--- config.mk ---
export PLATFORM = sky130hd
export DESIGN_NAME = stable_matching_verify
export DESIGN_NICKNAME = d
export VERILOG_FILES = /design/src/rtl/stable_matching_verify.sv
export SDC_FILE = /design/constraint.sdc
export NUM_CORES = 2
export LEC_CHECK = 0
export BUFFER_PORTS_ARGS = -buffer_cell sky130_fd_sc_hd__buf_2
export CAP_MARGIN = 15
export CORE_AREA = 2 2 638 640
export DETAILED_ROUTE_END_ITERATION = 7
export DIE_AREA = 0 0 640 642
export MAX_ROUTING_LAYER = met4
export PLACE_DENSITY_LB_ADDON = 0.25
export RECOVER_POWER = 25
export SYNTH_ARGS = -nofsm -noshare
export SYNTH_HDL_FRONTEND = slang
export SYNTH_SLANG_ARGS = --single-unit
--- constraint.sdc ---
create_clock -name clk -period 37.6 [get_ports clk]
set_clock_uncertainty 0.1 [all_clocks]
set_input_delay 7.52 -clock clk [delete_from_list [all_inputs] [get_ports clk]]
set_output_delay 7.52 -clock clk [all_outputs]
set_load 0.02 [all_outputs]
--- src/rtl/stable_matching_verify.sv ---
// Sequential stability checker for a candidate suitor/receiver matching; stops on the first blocking pair.
// Optional duplicate-partner pre-check enabled by defining STABLE_MATCHING_DUP_CHECK_EN.
package stable_matching_verify_pkg;
    function automatic int log2(input int n);
        int res;
        res = 0;
        for (int v = n - 1; v > 0; v = v >> 1) res = res + 1;
        if (res == 0) res = 1;
        return res;
    endfunction
endpackage

module stable_matching_verify
    import stable_matching_verify_pkg::*;
#(
    parameter int Ks = 12,
    parameter int Kr = Ks,
    parameter int S  = 16,
    parameter int R  = S
) (
    input  logic                                   clk,
    input  logic                                   rst,
    input  logic                                   start,
    input  logic [R*Kr*log2(S)+S*Ks*log2(R)-1:0]   p_input,
    input  logic [R*log2(S)-1:0]                   o,
    input  logic [R-1:0]                           match_vld,
    output logic                                   busy,
    output logic                                   done,
    output logic                                   stable,
    output logic                                   match_err,
    output logic [log2(S)-1:0]                     bp_s,
    output logic [log2(R)-1:0]                     bp_r
);
    localparam int logS = log2(S);
    localparam int logR = log2(R);
    localparam int logK = log2(Ks);
    localparam int RKW  = log2(Kr + 1);
    localparam int SW   = S * Ks * logR;
    localparam int PW   = SW + R * Kr * logS;

    localparam logic [logR:0]   R_LIM  = (logR + 1)'(R);
    localparam logic [RKW-1:0]  KR_LIM = RKW'(Kr);
    localparam logic [logK-1:0] K_LAST = logK'(Ks - 1);
    localparam logic [logS-1:0] S_LAST = logS'(S - 1);

`ifdef STABLE_MATCHING_DUP_CHECK_EN
    localparam logic [logR-1:0] R_LAST = logR'(R - 1);
    typedef enum logic [1:0] {IDLE, DUP, SCAN, DONE} state_t;
`else
    typedef enum logic [1:0] {IDLE, SCAN, DONE} state_t;
`endif

    state_t state_q, state_d;

    logic [PW-1:0]      p_q;
    logic [R*logS-1:0]  o_q;
    logic [R-1:0]       mv_q;
    logic [logS-1:0]    s_q;
    logic [logK-1:0]    k_q;

    logic [logR-1:0]    spref   [S][Ks];
    logic [logS-1:0]    rpref   [R][Kr];
    logic [logS-1:0]    partner [R];

    logic [logR-1:0]    cur_r;
    logic [logS-1:0]    cur_p;
    logic               cur_mv;
    logic               empty;
    logic               own;
    logic               blocking;
    logic               last_k;
    logic               last_s;
    logic [RKW-1:0]     rank_s;
    logic [RKW-1:0]     rank_p;

    // Unpack the captured buses into preference tables and partner list
    always_comb begin
        for (int si = 0; si < S; si++)
            for (int ki = 0; ki < Ks; ki++)
                spref[si][ki] = p_q[(si*Ks + ki)*logR +: logR];
        for (int ri = 0; ri < R; ri++)
            for (int ji = 0; ji < Kr; ji++)
                rpref[ri][ji] = p_q[SW + (ri*Kr + ji)*logS +: logS];
        for (int ri = 0; ri < R; ri++)
            partner[ri] = o_q[ri*logS +: logS];
    end

    // Evaluate the current (s,k) pair; the descending loop leaves the first occurrence as the rank
    always_comb begin
        cur_r  = spref[s_q][k_q];
        empty  = ({1'b0, cur_r} >= R_LIM);
        cur_mv = 1'b0;
        cur_p  = '0;
        if (!empty) begin
            cur_mv = mv_q[cur_r];
            cur_p  = partner[cur_r];
        end
        rank_s = KR_LIM;
        rank_p = KR_LIM;
        for (int j = Kr - 1; j >= 0; j--) begin
            if (!empty && rpref[cur_r][j] == s_q)   rank_s = RKW'(j);
            if (!empty && rpref[cur_r][j] == cur_p) rank_p = RKW'(j);
        end
        own      = cur_mv && (cur_p == s_q);
        blocking = !empty && !own && (rank_s < KR_LIM) && (!cur_mv || (rank_s < rank_p));
        last_k   = (k_q == K_LAST);
        last_s   = (s_q == S_LAST);
    end

`ifdef STABLE_MATCHING_DUP_CHECK_EN
    logic [logR-1:0] d_q;
    logic            dup_hit;

    always_comb begin
        dup_hit = 1'b0;
        for (int e = 0; e < R; e++)
            if (logR'(e) != d_q && mv_q[e] && partner[e] == partner[d_q])
                dup_hit = 1'b1;
        if (!mv_q[d_q]) dup_hit = 1'b0;
    end
`endif

    always_ff @(posedge clk or posedge rst) begin
        if (rst) state_q <= IDLE;
        else     state_q <= state_d;
    end

    always_comb begin
        state_d = state_q;
        case (state_q)
            IDLE: begin
                if (start) begin
`ifdef STABLE_MATCHING_DUP_CHECK_EN
                    state_d = DUP;
`else
                    state_d = SCAN;
`endif
                end
            end
`ifdef STABLE_MATCHING_DUP_CHECK_EN
            DUP: begin
                if (dup_hit)               state_d = DONE;
                else if (d_q == R_LAST)    state_d = SCAN;
            end
`endif
            SCAN: begin
                if (blocking || ((own || last_k) && last_s)) state_d = DONE;
            end
            DONE:    state_d = IDLE;
            default: state_d = IDLE;
        endcase
    end

    // Inputs are sampled only when a check is accepted
    always_ff @(posedge clk) begin
        if (state_q == IDLE && start) begin
            p_q  <= p_input;
            o_q  <= o;
            mv_q <= match_vld;
        end
    end

`ifdef STABLE_MATCHING_DUP_CHECK_EN
    always_ff @(posedge clk or posedge rst) begin
        if (rst) begin
            d_q       <= '0;
            match_err <= 1'b0;
        end else if (state_q == IDLE && start) begin
            d_q       <= '0;
            match_err <= 1'b0;
        end else if (state_q == DUP && !dup_hit) begin
            d_q       <= d_q + 1'b1;
        end else if (state_q == DUP && dup_hit) begin
            match_err <= 1'b1;
        end
    end
`else
    assign match_err = 1'b0;
`endif

    always_ff @(posedge clk or posedge rst) begin
        if (rst) begin
            s_q    <= '0;
            k_q    <= '0;
            stable <= 1'b0;
            bp_s   <= '0;
            bp_r   <= '0;
        end else begin
            case (state_q)
                IDLE: begin
                    if (start) begin
                        s_q    <= '0;
                        k_q    <= '0;
                        stable <= 1'b0;
                        bp_s   <= '0;
                        bp_r   <= '0;
                    end
                end
                SCAN: begin
                    if (blocking) begin
                        bp_s   <= s_q;
                        bp_r   <= cur_r;
                        stable <= 1'b0;
                    end else if (own || last_k) begin
                        k_q <= '0;
                        if (last_s) stable <= 1'b1;
                        else        s_q    <= s_q + 1'b1;
                    end else begin
                        k_q <= k_q + 1'b1;
                    end
                end
                default: ;
            endcase
        end
    end

    assign busy = (state_q != IDLE);
    assign done = (state_q == DONE);

endmodule

==> impl_metrics.tcl <==
set metrics [dict create \
    clkLatencyLatePin_ps 890 \
    rsz0062_at_grt "no" \
    dominantRegCellSynth "edfxtp_1" \
    antenna_found_initial 336 \
    synthToLayoutAreaGrowth_pct 32.0 \
    r2r_start "s_q[0]" \
    finish.net_count 7117 \
    yosysWarnings 0 \
    drtPass1Iterations 8 \
    cpMaxStageDelayCell "dfrtp_4" \
    die_h_um 642 \
    r2r-end "k_q[1]" \
    ios 1631 \
    drc 16 \
    io_buffer_count 1629 \
    slew_headroom_pct 21.3 \
    numCtsBuffers 197 \
    timing.critical_path.mode_cell "buf_4" \
    multi_input_area_sq_um 16300 \
    max_freq_mhz 70.5 \
    cts_resized 0 \
    antenna_left 0 \
    grt_pass1_wl_um 450000 \
    synthesis.nets 5409 \
    wire_per_inst_um 31.1 \
    crit_end "k_q[1]" \
    design.core.area_sq_um 404000 \
    design.die.area_sq_um 411000 \
    gp_congestion 0.867 \
    synth_xor_xnor_area_share_pct 1.13 \
    synth-async-reset-ratio_pct 1.16 \
    synth_top_family_by_area "multiplexers" \
    cts.clk_slew.worst_paths_ps 60 \
    grt_start_max_net_pins 161 \
    synthAdderAreaFrac_pct 0.0940 \
    violations "design-rule violations" \
    synth_compound_area_share_pct 6.54 \
    synthMuxAreaShare_pct 11.1 \
    worstMarginPinSlew_ps 1180 \
    totalWireLength_um 350000 \
    slowest_delay_ps 940 \
    synth_area_leaders "edfxtp_1 73%, mux4_2 6.0%, mux2i_1 4.4%" \
    cts_buffer_depth 4 \
    min_period_over_period_pct 37.7 \
    grt_use_total_pct 16.9 \
    required_ps 38320 \
    row_count 234 \
    synth_area_sq_um 66600 \
    htree_num_levels 4 \
    crit_path_start_kind "flop" \
    finalSetupTns_ps 0 \
    setup_viol 0 \
    crit_fanout 68 \
    drive_above_1_share_pct 40.4 \
    fp.dieW_um 640 \
    critPathCaptureType "flop" \
    initial_core_util_pct 16.5 \
    regArea_sq_um 49000 \
    gr-total-overflow 0 \
    synth.avg_cell_area_sq_um 17.6 \
    timing.reg2reg.setup_slack_ps 23420 \
    n_fill_cell 43000 \
    cap_violations 0 \
    grt_pass1_vias 46300 \
    cts_tree "built" \
    routed_via_density 4.01 \
    drtIter0Drc 3947 \
    hpwl_um 275000 \
    syn-instance-count 3785 \
    cts_hold_buf 0 \
    synth_edf_count 1616 \
    yosysUniqueCellTypes 100 \
    synth-seq-area-share_pct 73.6 \
    synth_simple_gate_area_share_pct 5.29 \
    root_buffer "clkbuf_16" \
    hold_viol 0 \
    fin_crit_ps 14180 \
    vias 45100 \
    worst_ep_arrival_time_ps 14910 \
    synth-seq-cells 1635 \
    hold_class "flop to flop" \
    post_cts_buffers 0 \
    synth_top_area_share_pct 72.9 \
    worstSetupPathType "flop to flop" \
    crit_start "s_q[0]" \
    clock-sinks 1635 \
    worst-r2r-cell-count 33 \
    outcome "finished with violations" \
    synth_top_area_cell "edfxtp_1" \
    finalMaxSlewViolations 0 \
]
[worst max-delay path: cells and delay by family (launching register included)]
kind | cells | cell delay (ps)
buf+inv | 9 | 5860
compound gates | 13 | 3850
simple gates | 8 | 2020
flops | 1 | 940
mux | 1 | 330
xor+xnor | 1 | 240
fa+ha+maj | 1 | 230
[stage by stage]
step                      hold WS (ps)  area [sq um]  util, %  worst slack (ps)  instances
after floorplan                    494         66600        -              3700       3785
after global placement             363         81200     20.1             23510      10700
after detailed placement           370         81300     20.1             23500      10700
after CTS                          382         87500     21.6             23440      11100
after global routing               404         87700     21.7             22660      11200
final                              375         87900     21.7             23420      11200
[metal layers]
layer	wire length, um	GRT usage (%)
met5	0	-
met4	11600	4.06
met3	22000	3.29
met2	186000	31.1
met1	130000	18.4
[cells in the final DEF (no fill, tap or decap), types with 35 or more instances in the layout]
cell type / netlist / routed
o211ai_1: 47 / 47
mux2i_1: 290 / 290
xnor2_1: 65 / 65
mux4_2: 178 / 178
buf_2: 86 / 1589
clkbuf_16: 0 / 201
nand2_1: 361 / 359
edfxtp_1: 1616 / 1616
buf_4: 53 / 113
a211oi_1: 50 / 50
nand3_1: 117 / 116
a22oi_1: 58 / 58
clkbuf_1: 57 / 86
nor2_1: 66 / 58
clkinv_1: 1 / 35
a32oi_1: 37 / 37
a21oi_1: 41 / 41
o21ai_0: 43 / 42
diode_2: 0 / 167
[logic make-up after synthesis]
group | Yosys count
AO/OA/AOI/OAI | 553
XOR/XNOR | 86
adder cells (fa/ha/maj) | 5
buffers and inverters | 257
flip-flops | 1635
multiplexers | 508
other | 1
AND/OR/NAND/NOR | 740
[synthesized netlist by cell type, types with 13 or more instances]
cell type and count:
and3_1 23, nor2b_1 24, nand2_1 361, a31oi_1 26, or4_1 20, edfxtp_1 1616, a21oi_1 41, buf_1 15
o211ai_1 47, mux2_2 34, a211oi_1 50, nor2_1 66, buf_4 53, mux2i_1 290, xnor2_1 65, o21ai_0 43
a221oi_1 14, mux4_2 178, buf_6 27, nand3_1 117, nand4_1 19, xor2_1 21, nor3_1 27, clkbuf_1 57
o32ai_1 28, a32o_1 23, dfrtp_1 19, a22oi_1 58, a22o_1 13, buf_2 86, o311ai_0 34, o22ai_1 21
a32oi_1 37
[worst min path at each step]
stage               startpoint      end  depth (start not counted)
floorplan              bp_r[2]  bp_r[2]                          1
global placement       bp_s[2]  bp_s[2]                          1
detailed placement     bp_s[3]  bp_s[3]                          1
CTS                    bp_s[3]  bp_s[3]                          1
global route           bp_s[2]  bp_s[2]                          1
finish                 bp_s[3]  bp_s[3]                          1
[state kept, by name (all words and copies together) (netlist names)]
signal / count
k_q: 4
bp_s: 4
mv_q: 16
stable: 1
s_q: 4
state_q: 2
p_q: 1536
o_q: 64
bp_r: 4
[layout make-up]
type / count / share of cell area [%]
antenna: 167 / 0.476
clock buffer: 247 / 5.92
clock inverter: 106 / 1.14
inverter: 16 / 0.0769
multi-input combinational: 1893 / 18.5
sequential: 1635 / 55.8
tap: 5428 / 7.73
timing repair buffer: 1750 / 10.3
Power is left out: the tool's default activity adds up to more than one toggle a clock period on the data nets, which glitch-free logic cannot reach.
